$ cat config.mk
export PLATFORM = sky130hd
export DESIGN_NAME = nmos_bus_arbiter_flat
export DESIGN_NICKNAME = d
export VERILOG_FILES = /design/src/rtl/nmos_bus_arbiter_pkg.sv /design/src/rtl/nmos_bus_arbiter_if.sv /design/src/rtl/nmos_bus_arbiter_picker.sv /design/src/rtl/nmos_bus_arbiter.sv /design/src/flat_wrapper.sv
export SDC_FILE = /design/constraint.sdc
export NUM_CORES = 1
export LEC_CHECK = 0
export CORE_ASPECT_RATIO = 1.5
export CORE_UTILIZATION = 35
export DETAILED_ROUTE_END_ITERATION = 6
export GPL_TIMING_DRIVEN = 0
export PLACE_DENSITY = 0.57
export SYNTH_ARGS = -nofsm -noshare
export SYNTH_HDL_FRONTEND = slang
export SYNTH_SLANG_ARGS = --single-unit
export TNS_END_PERCENT = 30
$ cat constraint.sdc
create_clock -name clk -period 3.2 [get_ports clk]
set_input_delay 0.32 -clock clk [delete_from_list [all_inputs] [get_ports clk]]
set_output_delay 0.32 -clock clk [all_outputs]
set_load 0.1 [all_outputs]
$ cat src/rtl/nmos_bus_arbiter_pkg.sv
// Shared definitions for the NMOS pass-switch bus arbiter.
//   arb_state_t : arbiter FSM states (IDLE, ON, DEAD)
//   rr_pick_w() : width of a requester index for n requesters
package nmos_ctrl_pkg;

    typedef enum logic [1:0] {
        IDLE = 2'd0,
        ON   = 2'd1,
        DEAD = 2'd2
    } arb_state_t;

    function automatic int rr_pick_w(input int n);
        return (n > 1) ? $clog2(n) : 1;
    endfunction

endpackage

$ cat src/rtl/nmos_bus_arbiter_if.sv
// Requester-side bundle between requester logic and the arbiter.
//   req      : per-requester bus request (level)
//   done     : per-requester release pulse
//   gate     : NMOS gate drives, one-hot or zero
//   grant_id : index of the current/last grant
//   busy     : arbiter not idle
//   timeout  : one-cycle pulse when a grant is revoked for holding too long
// modport master = requester side, modport slave = arbiter side.
interface nmos_bus_arbiter_if
    import nmos_ctrl_pkg::*;
#(
    parameter int N_REQ = 4
);
    localparam int IW = rr_pick_w(N_REQ);

    logic [N_REQ-1:0] req;
    logic [N_REQ-1:0] done;
    logic [N_REQ-1:0] gate;
    logic [IW-1:0]    grant_id;
    logic             busy;
    logic             timeout;

    modport master (
        output req,
        output done,
        input  gate,
        input  grant_id,
        input  busy,
        input  timeout
    );

    modport slave (
        input  req,
        input  done,
        output gate,
        output grant_id,
        output busy,
        output timeout
    );
endinterface

$ cat src/rtl/nmos_bus_arbiter_picker.sv
// Rotating-priority search: first set bit of req at or above ptr, wrapping.
//   req   : request vector
//   ptr   : search start index
//   valid : any request set
//   index : winning requester index
module nmos_rr_picker
    import nmos_ctrl_pkg::*;
#(
    parameter int N_REQ = 4
) (
    input  logic [N_REQ-1:0]            req,
    input  logic [rr_pick_w(N_REQ)-1:0] ptr,
    output logic                        valid,
    output logic [rr_pick_w(N_REQ)-1:0] index
);
    localparam int IW = rr_pick_w(N_REQ);

    logic [N_REQ-1:0] rot;
    logic [IW:0]      sum;

    // Rotate so that bit 0 of rot is requester ptr, then take the lowest set bit
    // and map its offset back to an absolute index modulo N_REQ.
    always_comb begin
        rot   = N_REQ'({req, req} >> ptr);
        valid = 1'b0;
        sum   = '0;
        for (int unsigned j = 0; j < N_REQ; j++) begin
            if (!valid && rot[j]) begin
                valid = 1'b1;
                sum   = {1'b0, ptr} + (IW+1)'(j);
            end
        end
        if (sum >= (IW+1)'(N_REQ)) begin
            sum = sum - (IW+1)'(N_REQ);
        end
        index = sum[IW-1:0];
    end
endmodule

$ cat src/rtl/nmos_bus_arbiter.sv
// Round-robin arbiter driving the gates of N_REQ NMOS pass switches that share
// one bus node. At most one gate is on; every handover passes through
// DEAD_CYCLES all-off cycles, and a grant is revoked after MAX_HOLD cycles.
//   clk, rst_n : clock (rising edge), asynchronous active-low reset
//   bus        : slave side of nmos_bus_arbiter_if (req/done in,
//                gate/grant_id/busy/timeout out, all outputs registered)
module nmos_bus_arbiter
    import nmos_ctrl_pkg::*;
#(
    parameter int N_REQ       = 4,
    parameter int DEAD_CYCLES = 1,
    parameter int MAX_HOLD    = 8
) (
    input  logic             clk,
    input  logic             rst_n,
    nmos_bus_arbiter_if.slave bus
);
    localparam int IW     = rr_pick_w(N_REQ);
    localparam int HOLD_W = $clog2(MAX_HOLD + 1);
    localparam int DEAD_W = $clog2(DEAD_CYCLES + 1);

    localparam logic [IW-1:0]     LAST_IDX  = IW'(N_REQ - 1);
    localparam logic [HOLD_W-1:0] HOLD_MAX  = HOLD_W'(MAX_HOLD);
    localparam logic [DEAD_W-1:0] DEAD_LAST = DEAD_W'(DEAD_CYCLES);

    if (N_REQ < 2 || N_REQ > 16) begin : g_bad_n_req
        $error("nmos_bus_arbiter: N_REQ must be 2..16");
    end
    if (DEAD_CYCLES < 1) begin : g_bad_dead
        $error("nmos_bus_arbiter: DEAD_CYCLES must be >= 1");
    end
    if (MAX_HOLD < 1) begin : g_bad_hold
        $error("nmos_bus_arbiter: MAX_HOLD must be >= 1");
    end

    arb_state_t        state_q, state_n;
    logic [N_REQ-1:0]  gate_q, gate_n;
    logic [IW-1:0]     gid_q, gid_n;
    logic [IW-1:0]     ptr_q, ptr_n;
    logic [HOLD_W-1:0] hold_q, hold_n;
    logic [DEAD_W-1:0] dead_q, dead_n;
    logic              busy_q, busy_n;
    logic              tmo_q, tmo_n;

    logic              pick_valid;
    logic [IW-1:0]     pick_idx;

    // A single picker serves both the IDLE and DEAD exits; both search from ptr_q.
    nmos_rr_picker #(
        .N_REQ (N_REQ)
    ) u_picker (
        .req   (bus.req),
        .ptr   (ptr_q),
        .valid (pick_valid),
        .index (pick_idx)
    );

    always_comb begin
        state_n = state_q;
        gate_n  = '0;
        gid_n   = gid_q;
        ptr_n   = ptr_q;
        hold_n  = hold_q;
        dead_n  = dead_q;
        tmo_n   = 1'b0;

        unique case (state_q)
            IDLE: begin
                if (pick_valid) begin
                    state_n = ON;
                    gate_n  = N_REQ'(1) << pick_idx;
                    gid_n   = pick_idx;
                    ptr_n   = (pick_idx == LAST_IDX) ? '0 : pick_idx + IW'(1);
                    hold_n  = HOLD_W'(1);
                end
            end
            ON: begin
                // Release beats hold expiry, so a simultaneous done never flags timeout.
                if (bus.done[gid_q] || !bus.req[gid_q]) begin
                    state_n = DEAD;
                    dead_n  = DEAD_W'(1);
                end else if (hold_q == HOLD_MAX) begin
                    state_n = DEAD;
                    dead_n  = DEAD_W'(1);
                    tmo_n   = 1'b1;
                end else begin
                    gate_n  = gate_q;
                    hold_n  = hold_q + HOLD_W'(1);
                end
            end
            DEAD: begin
                if (dead_q == DEAD_LAST) begin
                    if (pick_valid) begin
                        state_n = ON;
                        gate_n  = N_REQ'(1) << pick_idx;
                        gid_n   = pick_idx;
                        ptr_n   = (pick_idx == LAST_IDX) ? '0 : pick_idx + IW'(1);
                        hold_n  = HOLD_W'(1);
                    end else begin
                        state_n = IDLE;
                    end
                end else begin
                    dead_n = dead_q + DEAD_W'(1);
                end
            end
            default: begin
                state_n = IDLE;
            end
        endcase

        busy_n = (state_n != IDLE);
    end

    always_ff @(posedge clk or negedge rst_n) begin
        if (!rst_n) begin
            state_q <= IDLE;
            gate_q  <= '0;
            gid_q   <= '0;
            ptr_q   <= '0;
            hold_q  <= '0;
            dead_q  <= '0;
            busy_q  <= 1'b0;
            tmo_q   <= 1'b0;
        end else begin
            state_q <= state_n;
            gate_q  <= gate_n;
            gid_q   <= gid_n;
            ptr_q   <= ptr_n;
            hold_q  <= hold_n;
            dead_q  <= dead_n;
            busy_q  <= busy_n;
            tmo_q   <= tmo_n;
        end
    end

    assign bus.gate     = gate_q;
    assign bus.grant_id = gid_q;
    assign bus.busy     = busy_q;
    assign bus.timeout  = tmo_q;
endmodule

$ cat src/flat_wrapper.sv
// flat-port wrapper written by rule: the top's interface ports become plain ports
module nmos_bus_arbiter_flat import nmos_ctrl_pkg::*;
#(
    parameter int N_REQ       = 4,
    parameter int DEAD_CYCLES = 1,
    parameter int MAX_HOLD    = 8
)
  (clk, rst_n, bus_req, bus_done, bus_gate, bus_grant_id, bus_busy, bus_timeout);
  nmos_bus_arbiter_if #(.N_REQ(N_REQ)) bus_i ();
  input  logic clk;
  input  logic rst_n;
  input wire logic [$bits(bus_i.req)-1:0] bus_req;
  input wire logic [$bits(bus_i.done)-1:0] bus_done;
  output wire logic [$bits(bus_i.gate)-1:0] bus_gate;
  output wire logic [$bits(bus_i.grant_id)-1:0] bus_grant_id;
  output wire logic [$bits(bus_i.busy)-1:0] bus_busy;
  output wire logic [$bits(bus_i.timeout)-1:0] bus_timeout;
  assign bus_i.req = bus_req;
  assign bus_i.done = bus_done;
  assign bus_gate = bus_i.gate;
  assign bus_grant_id = bus_i.grant_id;
  assign bus_busy = bus_i.busy;
  assign bus_timeout = bus_i.timeout;
  nmos_bus_arbiter #(.N_REQ(N_REQ), .DEAD_CYCLES(DEAD_CYCLES), .MAX_HOLD(MAX_HOLD)) u_core (.clk(clk), .rst_n(rst_n), .bus(bus_i));
endmodule
==> results.sh <==
export IMPL_outcome="completed"
export IMPL_final_setup_viol_count=0
export IMPL_period_minus_slack_ps=2165
export IMPL_htreeDepth=1
export IMPL_grt_pass1_vias=965
export IMPL_routed_wl_um=2496
export IMPL_worst_pin_slew_ps=968.9
export IMPL_core_um2=3003
export IMPL_rrSetupSlack_ps=1250
export IMPL_hold_path_class="reg2reg"
export IMPL_rsz0062_at_grt="no"
export IMPL_cp_end_kind="output pin"
export IMPL_final_nets=160
export IMPL_synth_top_family_by_area="simple AND/OR/NAND/NOR gates"
export IMPL_cts_reportedPaths_clkPinSlew_ps=70
export IMPL_vias_per_cell=5.472
export IMPL_synthSimpleGateAreaFrac_pct=21.15
export IMPL_fin_skew_ps=0.7113
export IMPL_cp_data_required_time_ps=2880
export IMPL_reg2reg_depth=4
export IMPL_num_vias=974
export IMPL_rows=24
export IMPL_finalSetupTns_ps=0
export IMPL_p_total_mw=1.367
export IMPL_finalHoldViolCount=0
export IMPL_crit_slowest_cell="clkdlybuf4s50_1"
export IMPL_synthTopCellsByArea="dfrtp_1 (38%), ha_1 (11%), mux4_2 (4.0%)"
export IMPL_numClockSinks=17
export IMPL_ctsResizeCount=0
export IMPL_cts_setup_buffers=0
export IMPL_drtIter0Drc=33
export IMPL_grt_pass1_wl_um=4312
export IMPL_slew_violations=0
export IMPL_ys_ff_latch=17
export IMPL_cts_buffers=3
export IMPL_synth_top_area_share_pct=37.65
export IMPL_min_period_over_period_pct=67.64
export IMPL_syn_nets=138
export IMPL_endpoint="bus_grant_id[1]"
export IMPL_overflow=0
export IMPL_die_h_um=71.59
export IMPL_cts_tree="done"
export IMPL_hold_buffers=0
export IMPL_cp_buffers_inverters=1
export IMPL_synth_fa_ha_area_share_pct=11.07
export IMPL_worstReg2RegStart="u_core.ptr_q[1]"
export IMPL_final_cell_mix="clkdlybuf4s50_1 (17), dfrtp_1 (17), nand2_1 (12)"
export IMPL_start_kind="flip-flop"
export IMPL_fmax_mhz=462.0
export IMPL_startpoint="u_core.bus.grant_id[1]"
export IMPL_crit_type="reg2out"
export IMPL_netlist_instances=118
export IMPL_synth_xor_area_share_pct=0
export IMPL_path_cells="clkdlybuf4s50_1"
export IMPL_dr_pass1_iters=4
export IMPL_powerDensity_nw_per_um2=980.2
export IMPL_drive_gt1_share_pct=7.914
export IMPL_pin_count=18
export IMPL_antenna_found_initial=0
export IMPL_slew_headroom_pct=35.21
export IMPL_p_leak_nw=0.5789
export IMPL_yosysWarnings=0
export IMPL_worstPathMaxFanout=4
export IMPL_die_x_um=48.39
export IMPL_ys_types=34
export IMPL_yosys_area_top_type="dfrtp_1"
export IMPL_io_buffers=17
export IMPL_maxCapViolCount=0
export IMPL_path_depth=1
export IMPL_grtUsageTotal_pct=15.93
export IMPL_synth_mux_area_share_pct=7.752
export IMPL_insertion_delay_ps=250
export IMPL_grt_max_degree=18
export IMPL_post_dp_hpwl_um=1975
export IMPL_drc_errors=0
export IMPL_final_antenna_net_count=0
export IMPL_ys_seq_area_share_pct=37.65
export IMPL_clock_path_buffers=2
export IMPL_timing_hold_ws_ps=512.0
export IMPL_peakVddDrop_uv=779.7
export IMPL_antennaDiodeCount=0
export IMPL_slowest_delay_ps=1160
export IMPL_synth_compound_area_share_pct=19.05
export IMPL_syn_to_final_growth_pct=23.48
export IMPL_dieArea_um2=3464
export IMPL_cp_top_family="buffers and inverters"
export IMPL_clock_root_buffer="clkbuf_8"
export IMPL_gp_congestion=0.7549
export IMPL_post_route_util_pct=46.46
export IMPL_cp_arrival_ps=1840
export IMPL_regToRegEndpoint="u_core.ptr_q[1]"
export IMPL_synth_avg_cell_area_um2=9.575
export IMPL_start_util_pct=37.63
export IMPL_syn_area_um2=1130
export IMPL_routedWlPerCell_um=14.02
==> state kept, by name, summed over array words and instances (netlist names) <==
| name | count |
|---|---|
| u_core.bus.busy | 1 |
| u_core.bus.timeout | 1 |
| u_core.dead_q | 1 |
| u_core.bus.gate | 4 |
| u_core.state_q | 2 |
| u_core.bus.grant_id | 2 |
| u_core.hold_q | 4 |
| u_core.ptr_q | 2 |
==> worst register-to-register path: cells and delay by family (launching register included) <==
kind	cells	cell delay [ps]
DFF	1	440
and+or+nand+nor	1	180
adders and majority gates	1	350
AOI/OAI and AO/OA	2	880
==> metal layers <==
layer  vias up  part of all wire (%)  GRT usage [%]
met1       479                    39          17.69
li1        471                     -              -
met2        18                    56          29.26
met4         0                   2.0          8.170
met5         -                     0              0
met3         6                   2.3          2.335
==> power breakdown <==
group          internal [mW]  switching, mW  total (mW)
registers              0.293         0.0762       0.369
clock network         0.0865         0.0770       0.164
logic                  0.265          0.569       0.835
==> through the flow <==
stage	std cells	cell area, um2	worst slack [ps]
2_1_floorplan	118	1130	1035
3_3_place_gp	174	1349	862.0
3_5_place_dp	174	1349	810.4
4_1_cts	178	1395	1009
5_1_grt	178	1395	915.9
6_report	178	1395	1035
==> kinds of logic after synthesis <==
kind of cell / Yosys count
adders and majority gates: 10
muxes: 6
AOI/OAI and AO/OA: 30
buffers and inverters: 10
and+or+nand+nor: 45
DFF: 17
==> worst min-delay path by stage <==
stage | to | cells after the start | startpoint
2_1_floorplan | u_core.bus.busy | 0 | rst_n
3_3_place_gp | u_core.bus.gate[1] | 2 | u_core.bus.gate[1]
3_5_place_dp | u_core.bus.gate[2] | 2 | u_core.bus.gate[2]
4_1_cts | u_core.bus.gate[2] | 2 | u_core.bus.gate[2]
5_1_grt | u_core.bus.gate[3] | 2 | u_core.bus.gate[3]
6_report | u_core.bus.gate[2] | 2 | u_core.bus.gate[2]
==> Yosys cell counts (all sizes together) <==
cell / instances
inv: 8
mux2i: 2
a21oi: 3
o31ai: 3
nor2: 6
o41ai: 1
nand4b: 1
clkbuf: 2
o32a: 1
a221oi: 2
and3: 1
and2: 2
mux4: 2
or4: 1
nor4: 1
dfrtp: 17
nor3b: 1
o311a: 1
mux2: 2
nor2b: 5
o211ai: 3
nor3: 2
nand2: 12
o32ai: 2
a21o: 1
o311ai: 2
nand2b: 6
nand3: 6
nand3b: 1
ha: 10
o21ai: 11
==> final cells by class <==
cell class / count / area [um2]
fill: 299 / 1608
multi-input combinational: 91 / 666.9
sequential: 17 / 425.4
timing repair buffer: 17 / 170.2
tap: 39 / 48.80
clock buffer: 3 / 41.29
inverter: 8 / 30.03
buffer: 2 / 7.507
clock inverter: 1 / 5.005
Note: power is estimated with default switching activity, not from simulation.
